**config.mk**
```make
export PLATFORM = sky130hd
export DESIGN_NAME = pipeline_ctrl
export DESIGN_NICKNAME = d
export VERILOG_FILES = /design/src/rtl/pipeline_ctrl_pkg.sv /design/src/rtl/pipeline_ctrl_sat_counter.sv /design/src/rtl/pipeline_ctrl.sv
export SDC_FILE = /design/constraint.sdc
export NUM_CORES = 1
export LEC_CHECK = 0
export BUFFER_PORTS_ARGS = -buffer_cell sky130_fd_sc_hd__buf_4
export CORE_MARGIN = 2
export CORE_UTILIZATION = 40
export CTS_CLUSTER_DIAMETER = 50
export DETAILED_ROUTE_END_ITERATION = 12
export HOLD_SLACK_MARGIN = 0.12
export PLACE_DENSITY_LB_ADDON = 0.15
export SYNTH_ARGS = -nofsm -noshare
export SYNTH_HDL_FRONTEND = slang
export SYNTH_SLANG_ARGS = --single-unit
```
**constraint.sdc**
```tcl
create_clock -name clk_i -period 2.5 [get_ports clk_i]
set_input_delay 0.125 -clock clk_i [delete_from_list [all_inputs] [get_ports clk_i]]
set_output_delay 0.125 -clock clk_i [all_outputs]
set_load 0.03 [all_outputs]
```
**src/rtl/pipeline_ctrl_pkg.sv**
```systemverilog
// Shared types and defaults for the pipeline hazard/sequencing controller.
package pipeline_ctrl_pkg;

  localparam int unsigned XLEN_DEFAULT         = 32;
  localparam int unsigned DRAIN_CYCLES_DEFAULT = 4;
  localparam int unsigned CNT_W_DEFAULT        = 32;

  // Controller sequencing state: normal issue, draining for halt, halted.
  typedef enum logic [1:0] {
    RUN    = 2'd0,
    DRAIN  = 2'd1,
    HALTED = 2'd2
  } ctrl_state_t;

  // Per-stage stall/flush/kill bundle so each stage takes a single port.
  typedef struct packed {
    logic if_stall;
    logic id_stall;
    logic ex_stall;
    logic mem_stall;
    logic if_flush;
    logic id_flush;
    logic wb_kill;
  } pipe_ctrl_t;

endpackage

```
**src/rtl/pipeline_ctrl_sat_counter.sv**
```systemverilog
// Saturating up-counter with synchronous clear; sticks at all-ones.
module sat_counter #(
  parameter int unsigned CNT_W = 32
) (
  input  logic             clk_i,
  input  logic             clr_i,
  input  logic             inc_i,
  output logic [CNT_W-1:0] cnt_o
);

  logic [CNT_W-1:0] cnt_q;
  logic [CNT_W-1:0] cnt_d;

  // Next count: clear wins, otherwise increment unless already saturated.
  always_comb begin
    cnt_d = cnt_q;
    if (clr_i) begin
      cnt_d = '0;
    end else if (inc_i && (cnt_q != {CNT_W{1'b1}})) begin
      cnt_d = cnt_q + CNT_W'(1);
    end else begin
      cnt_d = cnt_q;
    end
  end

  // Count register.
  always_ff @(posedge clk_i) begin
    cnt_q <= cnt_d;
  end

  assign cnt_o = cnt_q;

endmodule

```
**src/rtl/pipeline_ctrl.sv**
```systemverilog
// Central hazard/sequencing controller for the 5-stage core: turns hazard
// sources into per-stage stall/flush controls, PC redirect, debug halt
// sequencing and saturating performance counters.
module pipeline_ctrl
  import pipeline_ctrl_pkg::*;
#(
  parameter int unsigned XLEN         = XLEN_DEFAULT,
  parameter int unsigned DRAIN_CYCLES = DRAIN_CYCLES_DEFAULT,
  parameter int unsigned CNT_W        = CNT_W_DEFAULT
) (
  input  logic             clk_i,
  input  logic             rst_i,
  input  logic             id_load_use_i,
  input  logic             ex_redirect_i,
  input  logic [XLEN-1:0]  ex_target_i,
  input  logic             dmem_busy_i,
  input  logic             halt_req_i,
  input  logic             resume_i,
  output logic             if_stall_o,
  output logic             id_stall_o,
  output logic             ex_stall_o,
  output logic             mem_stall_o,
  output logic             if_flush_o,
  output logic             id_flush_o,
  output logic             wb_kill_o,
  output logic             pc_redirect_o,
  output logic [XLEN-1:0]  pc_target_o,
  output logic             halted_o,
  output logic [CNT_W-1:0] stall_cycles_o,
  output logic [CNT_W-1:0] flush_count_o
);

  localparam int unsigned DCW = $clog2(DRAIN_CYCLES + 1);

  ctrl_state_t     state_q;
  ctrl_state_t     state_d;
  logic [DCW-1:0]  drain_cnt_q;
  logic [DCW-1:0]  drain_cnt_d;
  logic [XLEN-1:0] target_q;
  logic [XLEN-1:0] target_d;
  pipe_ctrl_t      ctrl_s;
  logic            redirect_s;

  // Stall/flush/kill decode: reset, then dmem_busy, redirect, load-use;
  // fetch is additionally cut off whenever the core is draining or halted.
  always_comb begin
    ctrl_s     = '0;
    redirect_s = 1'b0;
    if (rst_i) begin
      ctrl_s.if_flush = 1'b1;
      ctrl_s.id_flush = 1'b1;
    end else if (dmem_busy_i) begin
      // Freeze everything; a pending redirect waits in the stalled EX stage.
      ctrl_s.if_stall  = 1'b1;
      ctrl_s.id_stall  = 1'b1;
      ctrl_s.ex_stall  = 1'b1;
      ctrl_s.mem_stall = 1'b1;
      ctrl_s.wb_kill   = 1'b1;
    end else begin
      if (ex_redirect_i) begin
        // Redirect squashes the dependent instruction, so load-use is moot.
        redirect_s      = 1'b1;
        ctrl_s.if_flush = 1'b1;
        ctrl_s.id_flush = 1'b1;
      end else if (id_load_use_i) begin
        ctrl_s.if_stall = 1'b1;
        ctrl_s.id_stall = 1'b1;
        ctrl_s.id_flush = 1'b1;
      end else begin
        redirect_s = 1'b0;
      end
      if (state_q != RUN) begin
        ctrl_s.if_stall = 1'b1;
        ctrl_s.if_flush = 1'b1;
      end else begin
        ctrl_s.wb_kill = 1'b0;
      end
    end
  end

  // Halt/drain sequencing and redirect-target hold.
  always_comb begin
    state_d     = state_q;
    drain_cnt_d = drain_cnt_q;
    target_d    = redirect_s ? ex_target_i : target_q;
    case (state_q)
      RUN: begin
        if (halt_req_i && !dmem_busy_i && !ex_redirect_i) begin
          state_d     = DRAIN;
          drain_cnt_d = DCW'(DRAIN_CYCLES - 1);
        end else begin
          state_d = RUN;
        end
      end
      DRAIN: begin
        if (dmem_busy_i) begin
          drain_cnt_d = drain_cnt_q;
        end else if (drain_cnt_q <= DCW'(1)) begin
          state_d     = HALTED;
          drain_cnt_d = '0;
        end else begin
          drain_cnt_d = drain_cnt_q - DCW'(1);
        end
      end
      HALTED: begin
        if (resume_i) begin
          state_d = RUN;
        end else begin
          state_d = HALTED;
        end
      end
      default: begin
        state_d     = RUN;
        drain_cnt_d = '0;
      end
    endcase
  end

  // State, drain counter and held target registers with synchronous reset.
  always_ff @(posedge clk_i) begin
    if (rst_i) begin
      state_q     <= RUN;
      drain_cnt_q <= '0;
      target_q    <= '0;
    end else begin
      state_q     <= state_d;
      drain_cnt_q <= drain_cnt_d;
      target_q    <= target_d;
    end
  end

  sat_counter #(.CNT_W(CNT_W)) u_stall_cnt (
    .clk_i (clk_i),
    .clr_i (rst_i),
    .inc_i (ctrl_s.id_stall),
    .cnt_o (stall_cycles_o)
  );

  sat_counter #(.CNT_W(CNT_W)) u_flush_cnt (
    .clk_i (clk_i),
    .clr_i (rst_i),
    .inc_i (redirect_s),
    .cnt_o (flush_count_o)
  );

  assign if_stall_o    = ctrl_s.if_stall;
  assign id_stall_o    = ctrl_s.id_stall;
  assign ex_stall_o    = ctrl_s.ex_stall;
  assign mem_stall_o   = ctrl_s.mem_stall;
  assign if_flush_o    = ctrl_s.if_flush;
  assign id_flush_o    = ctrl_s.id_flush;
  assign wb_kill_o     = ctrl_s.wb_kill;
  assign pc_redirect_o = redirect_s;
  assign pc_target_o   = rst_i ? '0 : (redirect_s ? ex_target_i : target_q);
  assign halted_o      = (!rst_i) && (state_q == HALTED);

endmodule

```
# Word-level counts from Yosys, hierarchy flattened
# Index checks and enable logic that the tools add are counted.
# Widths: inputs -> output; s select.
# totals
regBits	101
in_bits	39
elab_cells	56
# op_classes
addsub	3
magnitude_cmp	1
eq_ne	7
muxes	27
bitwise_logic	1
n_reduce_logical	12
# op_table
op	count
$add 32x1->32 const B	2
$mux 32	2
$ne 32x32->1 const B	2
$mux 2	9
$mux 1	10
$mux 3	3
$pmux 3 s3	1
$ne 2x2->1 const B	3
$pmux 2 s3	1
$logic_and 1x1->1	5
$mux 4	1
$le 3x1->1 const B	1
$logic_not 1->1	3
$reduce_and 3->1	1
$sub 3x1->3 const B	1
$eq 2x1->1 const B	1
$eq 2x2->1 const B	1
$logic_not 2->1	1
$reduce_and 2->1	1
$reduce_bool 2->1	1
$not 1->1	1

# Depth between registers and ports, before layout
# Gate-level depths: netlist of the first run.
# depth
word_depth	6
mapped_depth	7

# By module
# From an unflattened synthesis of the first run, not the netlist that was laid out.
# unflattened
cells_unflattened	595
hier_area_um2	4868.4
# by_module_without_submodules
mod	instances	cells_per_inst	area_each_um2	seq_area_each_um2
sat_counter	2	199	1674.1	640.6
pipeline_ctrl	1	197	1520.2	740.7

# Least setup slack after synthesis of the first run
# OpenSTA, ideal clock, no wires.
# synth_path
path_kind	reg-to-reg
from	register u_flush_cnt.cnt_q[9] (netlist: u_flush_cnt.cnt_o[9])
to	register u_flush_cnt.cnt_q[21] (netlist: u_flush_cnt.cnt_o[21])
setup_time_ns	0.133
arrival_ns	2.061
setup_slack_ns	0.306
path_stages_with_launch	8
path_buffers	2
synth_period_minus_slack_ns	2.194
cell_sequence	dfxtp_1 > nand4_2 > or4_1 > buf_6 > o31ai_4 > buf_6 > or3_1 > a21oi_2
# synth_via
elab_chain_cells	2
elab_cells_between_ends	3
cone_classes	add/sub: 1; eq/ne: 1; reduce/logical: 1
# synth_rtl
item	line_no	text
start, declared	pipeline_ctrl_sat_counter.sv:11	logic [CNT_W-1:0] cnt_q;
start signal, assigned	pipeline_ctrl_sat_counter.sv:28	cnt_q <= cnt_d;
branches (longest 2 deep; another with $add 32x1->32)	-	
# Several ways; the timed one is not identified.
# A chain may end at the register's enable or synchronous reset.

# Worst setup path in the final report of the first run
# layout_path
from	input port rst_i
to	output port pc_target_o[26]
# layout_via
elab_chain_cells	3
# layout_rtl
item	line_no	text
start, declared	pipeline_ctrl.sv:12	input logic rst_i,
$mux 1	pipeline_ctrl.sv:49	if (rst_i) begin
$mux 32	pipeline_ctrl.sv:154	assign pc_target_o = rst_i ? '0 : (redirect_s ? ex_target_i : target_q);
$mux 32 (*)	-	
end, declared	pipeline_ctrl.sv:27	output logic [XLEN-1:0] pc_target_o,
# Every way passes the cells marked *; elsewhere a longest branch is shown, timed or not.

==> key figures, run 1 <==
Run status
  – Status: finished, final reports clean

Placement
  – Dpl cell area: 5900 um^2
  – Final GP Congestion: 0.810
  – DPL Wire Length: about 9 mm
  – Buffers on Ports: 143
  – Placed instance count: 783

Worst setup path
  – Reg2reg end: u_flush_cnt.cnt_o[14]
  – CP endpoint kind: output pin
  – Critical path type: input pin to output pin
  – Reg2Reg Depth: 6
  – Worst Setup Start Kind: input pin
  – Reg2reg start: u_flush_cnt.cnt_o[0]
  – CP peak stage delay: 0.55 ns
  – Crit-path max FO: 31
  – CP required: 2.38 ns
  – Crit-path most repeated cell: buf_4
  – Worst setup path endpoint: pc_target_o[26]
  – Critical path launch point: rst_i
  – WP data arrival: 2.16 ns
  – Reg2Reg Setup Slack: 0.37 ns
  – Crit-path cells: dlygate4sd3_1 > buf_4 > buf_4 > a21oi_4 > buf_4 > a22o_1 > buf_4
  – Critical-path cell with the highest stage delay: dlygate4sd3_1

Power
  – Peak VDD IR: 648 uV
  – Comb pwr share: a little over a tenth
  – Sequential Power Share: 49.1%
  – PD cells: 518 nW/um^2
  – P_int: ~2.6 mW
  – Net switching power: a little under 0.8 mW
  – Clock share of power: 40.4%
  – Sw Ratio: 23.2%
  – Pleak: about 2.6 nW
  – Total power: ~3.4 mW

Timing
  – Clk_skew: roughly 0.0065 ns
  – Fin. Hold Viols: 0
  – TNS Setup: 0 ns
  – FMAX: 437 MHz
  – RSZ-0062 raised after global routing: no
  – Final setup fails: 0
  – Final period utilization: 91.5%
  – Max-slew violations: 0
  – Crit path time final: 2.29 ns
  – Slew headroom: between 50% and 60%
  – Worst slew pin tran: 0.688 ns

Detailed routing
  – Total number of vias: 4593
  – ANT nets after route: 0
  – Post-route DRC: 0
  – Initial DRT Pass Iterations: 4
  – Drt via density: 5.53
  – Initial DRC count: 283
  – Drt wl/cell: approximately 16 um
  – Final wirelength: ~13 mm

Min path
  – Worst min path class: input pin to flip-flop

GRT
  – Largest net degree at the start of global routing: 35
  – GRT Util Overall: 20.9%
  – First-pass GRT wire length: 21.4 mm
  – Vias in the first global route: 4347
  – Grt ovf: 0
  – Antenna violations before repair: 0

Yosys
  – Largest family of logic cells by synthesized area: simple AND/OR/NAND/NOR gates
  – Seq cells post-synth: 101
  – Synth warn: 0
  – Syn nets: 549
  – Post-Syn Area per Cell: 9.15 um^2
  – Top FF cell, synth: dfxtp_1
  – Post-synthesis simple-gate area fraction: between 20% and 30%
  – Yosys cell types: 64
  – Adder-cell area share of the yosys netlist: 1.08%
  – Synth async-reset ratio: 0%
  – Synth Area in Compound Gates: approximately 22%
  – Post-synthesis xor/xnor area fraction: roughly 3.2%
  – Post-synthesis sequential area ratio: 43.7%
  – Mux cell area share after synthesis: about 1.8%
  – Syn Inst Count: between 500 and 600
  – Syn Std Cell Area: 4630 um^2
  – Number of synthesized flops with an enable pin: 0

Clock tree
  – Post-CTS setup buffers: 0
  – CTS sink count: 101
  – Clk Latency, worst-skew pair: 0.34 ns
  – Num CTS Buffers: 9
  – TritonCTS clock tree: built
  – CTS Buffer Depth: 2
  – Clock slew at reported path FFs: approximately 0.06 ns
  – Clock Root Buffer: clkbuf_16
  – Htree depth: 3

Finish
  – Layout Cells excl Fill: 830
  – Nets: 727
  – Layout cells sized above 1: 29.0%
  – Finished Cell Area: 6520 um^2
  – Filler cells: 1006
  – Area grow syn2layout: 40.7%
  – ANT cells: 0
  – Final core occ: 57.3%

Die
  – Core region area: 11400 um^2
  – Die H: 112 um
  – # IOs: 144
  – Initial core utilization: about two fifths
  – Chip width: 112 um
  – Row count: 39
  – Die ar.: between 10000 and 15000 um^2

Job
  – Maxcap violations: 0
cell usage in the layout (no fill, tap or decap), types with 9 or more instances in the layout:
master           n
buf_4          161
dfxtp_1        101
nand2_1         36
nor2_1          35
dlygate4sd3_1   33
a22o_1          32
a21oi_1         28
o21ai_0         24
or3_1           23
nand4_1         19
nand3_1         18
inv_1           13
xnor2_1         12
and4_1          11
clkbuf_16        9
cell families (layout without fill, tap and decap cells):
group / Yosys count / after routing
buffers and inverters: 40 / 221
muxes: 8 / 8
xor gates and xnor gates: 17 / 17
DFF: 101 / 101
adders and majority gates: 4 / 4
AOI/OAI and AO/OA: 143 / 143
and+or+nand+nor: 193 / 193
per-stage QoR:
step / hold slack [ns] / setup slack, ns
after global placement: 0.363 / 0.427
final: 0.142 / 0.213
after CTS: 0.127 / 0.0860
after global routing: 0.155 / 0.0529
after detailed placement: 0.369 / 0.390
after floorplan: 0.397 / 0.306
repair_timing:
| item | CTS | global route |
|---|---|---|
| endpoints found under the hold margin | 34 | 0 |
| hold buffers | 33 | 0 |
| gates resized for setup | 0 | 1 |
| setup endpoints to repair | 0 | 23 |
cells in the mapped netlist (6+ instances only):
cell	n	area, um^2
inv_1	13	48.8
mux2i_1	6	60.1
o31ai_1	6	45.0
nand3_1	18	90.1
or4_1	8	60.1
nand2_1	36	135
or3_1	23	144
xnor2_1	12	105
nand4_1	19	119
a31oi_1	6	37.5
a21oi_1	29	145
nand2b_1	6	37.5
and4_1	11	96.3
o21ai_0	24	120
nor2_1	35	131
clkbuf_1	16	60.1
and3_1	6	37.5
nor3_1	7	35.0
dfxtp_1	101	2020
o21ai_1	6	30.0
a22o_1	32	280
flip-flops by register name, indices dropped and copies added, names as in the netlist:
signal and cells:
u_flush_cnt.cnt_o 32, u_stall_cnt.cnt_o 32, drain_cnt_q 3, state_q 2, target_q 32
critical path: cells and delay by family:
kind,cells,cell delay (ns)
buffers and inverters,5,1.48
AOI/OAI and AO/OA,2,0.54
layer usage:
layer / track usage [%] / part of all wire (%) / vias up
met4: 7.16 / 2.4 / 0
met5: 0 / 0 / -
met2: 34.5 / 48 / 130
li1: - / - / 2262
met1: 26.3 / 44 / 2175
met3: 5.72 / 5.1 / 26
final cells by class:
class / count / area (um^2) / share of cell area [%]
tap: 143 / 179 / 2.75
timing repair buffer: 194 / 1540 / 23.6
clock inverter: 2 / 35.0 / 0.538
sequential: 101 / 2020 / 31.0
clock buffer: 12 / 246 / 3.78
multi-input combinational: 365 / 2450 / 37.6
inverter: 13 / 48.8 / 0.749
power groups by stage:
| stage | Combinational (mW) | Clock, mW | Sequential, mW |
|---|---|---|---|
| after floorplan | 0.172 | 0 | 1.70 |
| after global placement | 0.303 | 0 | 1.69 |
| after detailed placement | 0.308 | 0 | 1.69 |
| after CTS | 0.351 | 1.42 | 1.66 |
| after global routing | 0.380 | 1.47 | 1.66 |
| final | 0.354 | 1.36 | 1.66 |
how the worst min path moves through the flow:
stage                         start           end  slack [ns]  cells past startpoint
CTS                        resume_i    state_q[1]        0.13                      3
global placement    ex_target_i[21]  target_q[21]        0.36                      2
global route               resume_i    state_q[1]        0.15                      3
floorplan                  resume_i    state_q[1]        0.40                      2
finish                     resume_i    state_q[1]        0.14                      3
detailed placement   ex_target_i[4]   target_q[4]        0.37                      2
Note: power is estimated with default switching activity, not from simulation.
==> run 2, diff against run 1 <==
CELL_PAD_IN_SITES_DETAIL_PLACEMENT = 2   (was not set)
CELL_PAD_IN_SITES_GLOBAL_PLACEMENT = 2   (was not set)
CORE_UTILIZATION = 30   (was 40)
==> run 2 against run 1 <==
Against the previous run:
- cell area is 1.6% higher
- register-to-register slack got worse by 0.18 ns
- die area increased by 32%
==> key figures, run 2 (synthesis results as in run 1) <==
Run status
  – Status: finished, final reports clean

Finish
  – Area grow syn2layout: 43.0%
  – Filler cells: 1642 (+63%)
  – Layout cells sized above 1: 30.0% (+1.0 points)
  – Finished Cell Area: 6620 um^2 (+1.6%)
  – Final core occ: 43.7% (-14 points)
  – Most common cell after layout, fill and taps aside: buf_4
  – ANT cells: 0 (unchanged)
  – Nets: 731 (+0.55%)
  – Most frequent cells in the layout: buf_4 (166), dfxtp_1 (101), nand2_1 (36)

Clock tree
  – Clk Latency, worst-skew pair: 0.36 ns (+0.02 ns)
  – Clock Root Buffer: clkbuf_16
  – CTS Buffer Depth: 2 (unchanged)
  – CTS sink count: 101 (unchanged)
  – TritonCTS clock tree: built
  – Num CTS Buffers: 9 (unchanged)
  – Post-CTS setup buffers: 0 (unchanged)
  – Clock slew at reported path FFs: 0.07 ns (about the same)
  – Htree depth: 3 (unchanged)

GRT
  – GR Layer Usage met2: 37.9% (+3.3 points)
  – Grt ovf: 0 (unchanged)
  – Vias in the first global route: 5126 (+18%)
  – First-pass GRT wire length: 27.9 mm (+31%)
  – M1 GR Usage: 26.0% (-0.37 points)
  – GRT busiest layer: met2
  – Met3 Use GR: 4.72% (-1.0 points)
  – GRT Util Overall: 21.3% (+0.43 points)
  – Antenna violations before repair: 0 (unchanged)
  – Largest net degree at the start of global routing: 39 (+11%)

Die
  – Row count: 45 (+15%)
  – Die H: 128 um (+15%)
  – Initial core utilization: 30.6% (-10 points)
  – Core region area: 15100 um^2 (+33%)
  – Die ar.: 16400 um^2 (+32%)
  – Chip width: 128 um (+15%)
  – # IOs: 144 (unchanged)

Placement
  – Final GP Congestion: 0.845 (+4.4%)
  – Pre-CTS WS: 0.185 ns (-0.205 ns)
  – DPL Wire Length: 11.7 mm (+29%)
  – Dpl cell area: 5990 um^2 (+1.6%)
  – Buffers on Ports: 143 (unchanged)

Power
  – Peak VDD IR: 324 uV (-50%)
  – Pleak: 2.65 nW (+1.3%)
  – PD cells: 523 nW/um^2 (+1.0%)

Timing
  – TNS Setup: 0 ns (unchanged)
  – Max-slew violations: 0 (unchanged)
  – Final period utilization: 92.3% (+0.82 points)
  – Clk_skew: 0.0115 ns (+0.00499 ns)
  – Final worst slack: 0.192 ns (-0.0204 ns)
  – Final setup fails: 0 (unchanged)
  – Worst slew pin tran: 0.585 ns (-0.103 ns)
  – Fin. Hold Viols: 0 (unchanged)
  – Slew headroom: 60.9% (+8.0 points)
  – Worst hold margin: 0.168 ns (+0.0253 ns)
  – Crit path time final: 2.31 ns (+0.0204 ns)
  – FMAX: 433 MHz (-0.89%)
  – RSZ-0062 raised after global routing: no

Min path
  – Worst hold path cell count: 3 (unchanged)
  – Worst min path class: input pin to flip-flop

Job
  – Maxcap violations: 0 (unchanged)

Worst setup path
  – Reg2Reg Depth: 5 (-1)
  – Worst Setup Start Kind: flip-flop
  – Crit-path max FO: 12 (-61%)
  – CP endpoint kind: flip-flop
  – CP peak stage delay: 0.73 ns (+0.18 ns)
  – Crit-path cells: nand4_2 > or4_1 > o31ai_4 > or3_1 > a21oi_2
  – Critical-path cell with the highest stage delay: or4_1
  – WP data arrival: 2.53 ns (+0.37 ns)
  – Critical path type: flip-flop to flip-flop
  – CP required: 2.73 ns (+0.35 ns)

Detailed routing
  – Drt via density: 5.42 (-2.1%)
  – ANT nets after route: 0 (unchanged)
  – Total number of vias: 4774 (+3.9%)
  – Initial DRC count: 220 (-22%)
  – Initial DRT Pass Iterations: 4 (unchanged)
  – Post-route DRC: 0 (unchanged)
  – Final wirelength: 17.3 mm (+33%)
  – Drt wl/cell: 19.6 um (+26%)
[run 2: changes by cell type in the layout (fill, tap and decap cells not counted), sizes merged]
cell         before  now
clkbuf           12   10
buf             161  166
dlygate4sd3      33   32
clkinv            1    5
[run 2: metal layers]
layer | routed length [um] | up-vias
li1 | - | 2265
met1 | 7350 | 2383
met2 | 9050 | 102
met3 | 635 | 24
met4 | 275 | 0
met5 | 0 | -
[run 2: area by class of cell]
cell class	count	area, um^2	area share (%)
multi-input combinational	365	2450	37.0
sequential	101	2020	30.5
timing repair buffer	198	1570	23.7
clock buffer	10	239	3.61
tap	188	235	3.55
clock inverter	6	62.6	0.945
inverter	13	48.8	0.737
[run 2: power by group]
part / leakage, nW / switching, mW / total, mW / internal [mW]
clock: 0.152 / 0.635 / 1.44 / 0.802
combinational: 1.68 / 0.208 / 0.367 / 0.160
sequential: 0.818 / 0.0193 / 1.66 / 1.64
[run 2: per-stage QoR]
step	power (mW)	instances
2_1_floorplan	1.87	506
6_report	3.46	881
4_1_cts	3.50	881
3_5_place_dp	2.01	833
3_3_place_gp	2.00	833
5_1_grt	3.60	881
[run 2: final timing paths]
kind / startpoint / to / slack (ns)
worst min-delay path: resume_i / state_q[1] / 0.17
worst max-delay path: u_flush_cnt.cnt_o[9] / u_flush_cnt.cnt_o[21] / 0.19
worst min register to register: target_q[26] / target_q[26] / 0.48
worst max register to register: u_flush_cnt.cnt_o[9] / u_flush_cnt.cnt_o[21] / 0.19
[run 2: timing repair]
item	4_1_cts	5_1_grt
endpoints found under the setup margin	0	1
hold endpoints to repair	32	0
hold buffers	32	0
gates resized for setup	0	1
[run 2: worst max-delay path, delay by kind of cell, from the launching register on]
kind	cells	cell delay (ns)
AND/OR/NAND/NOR	3	1.15
flip-flops	1	0.45
AO/OA/AOI/OAI	2	0.59
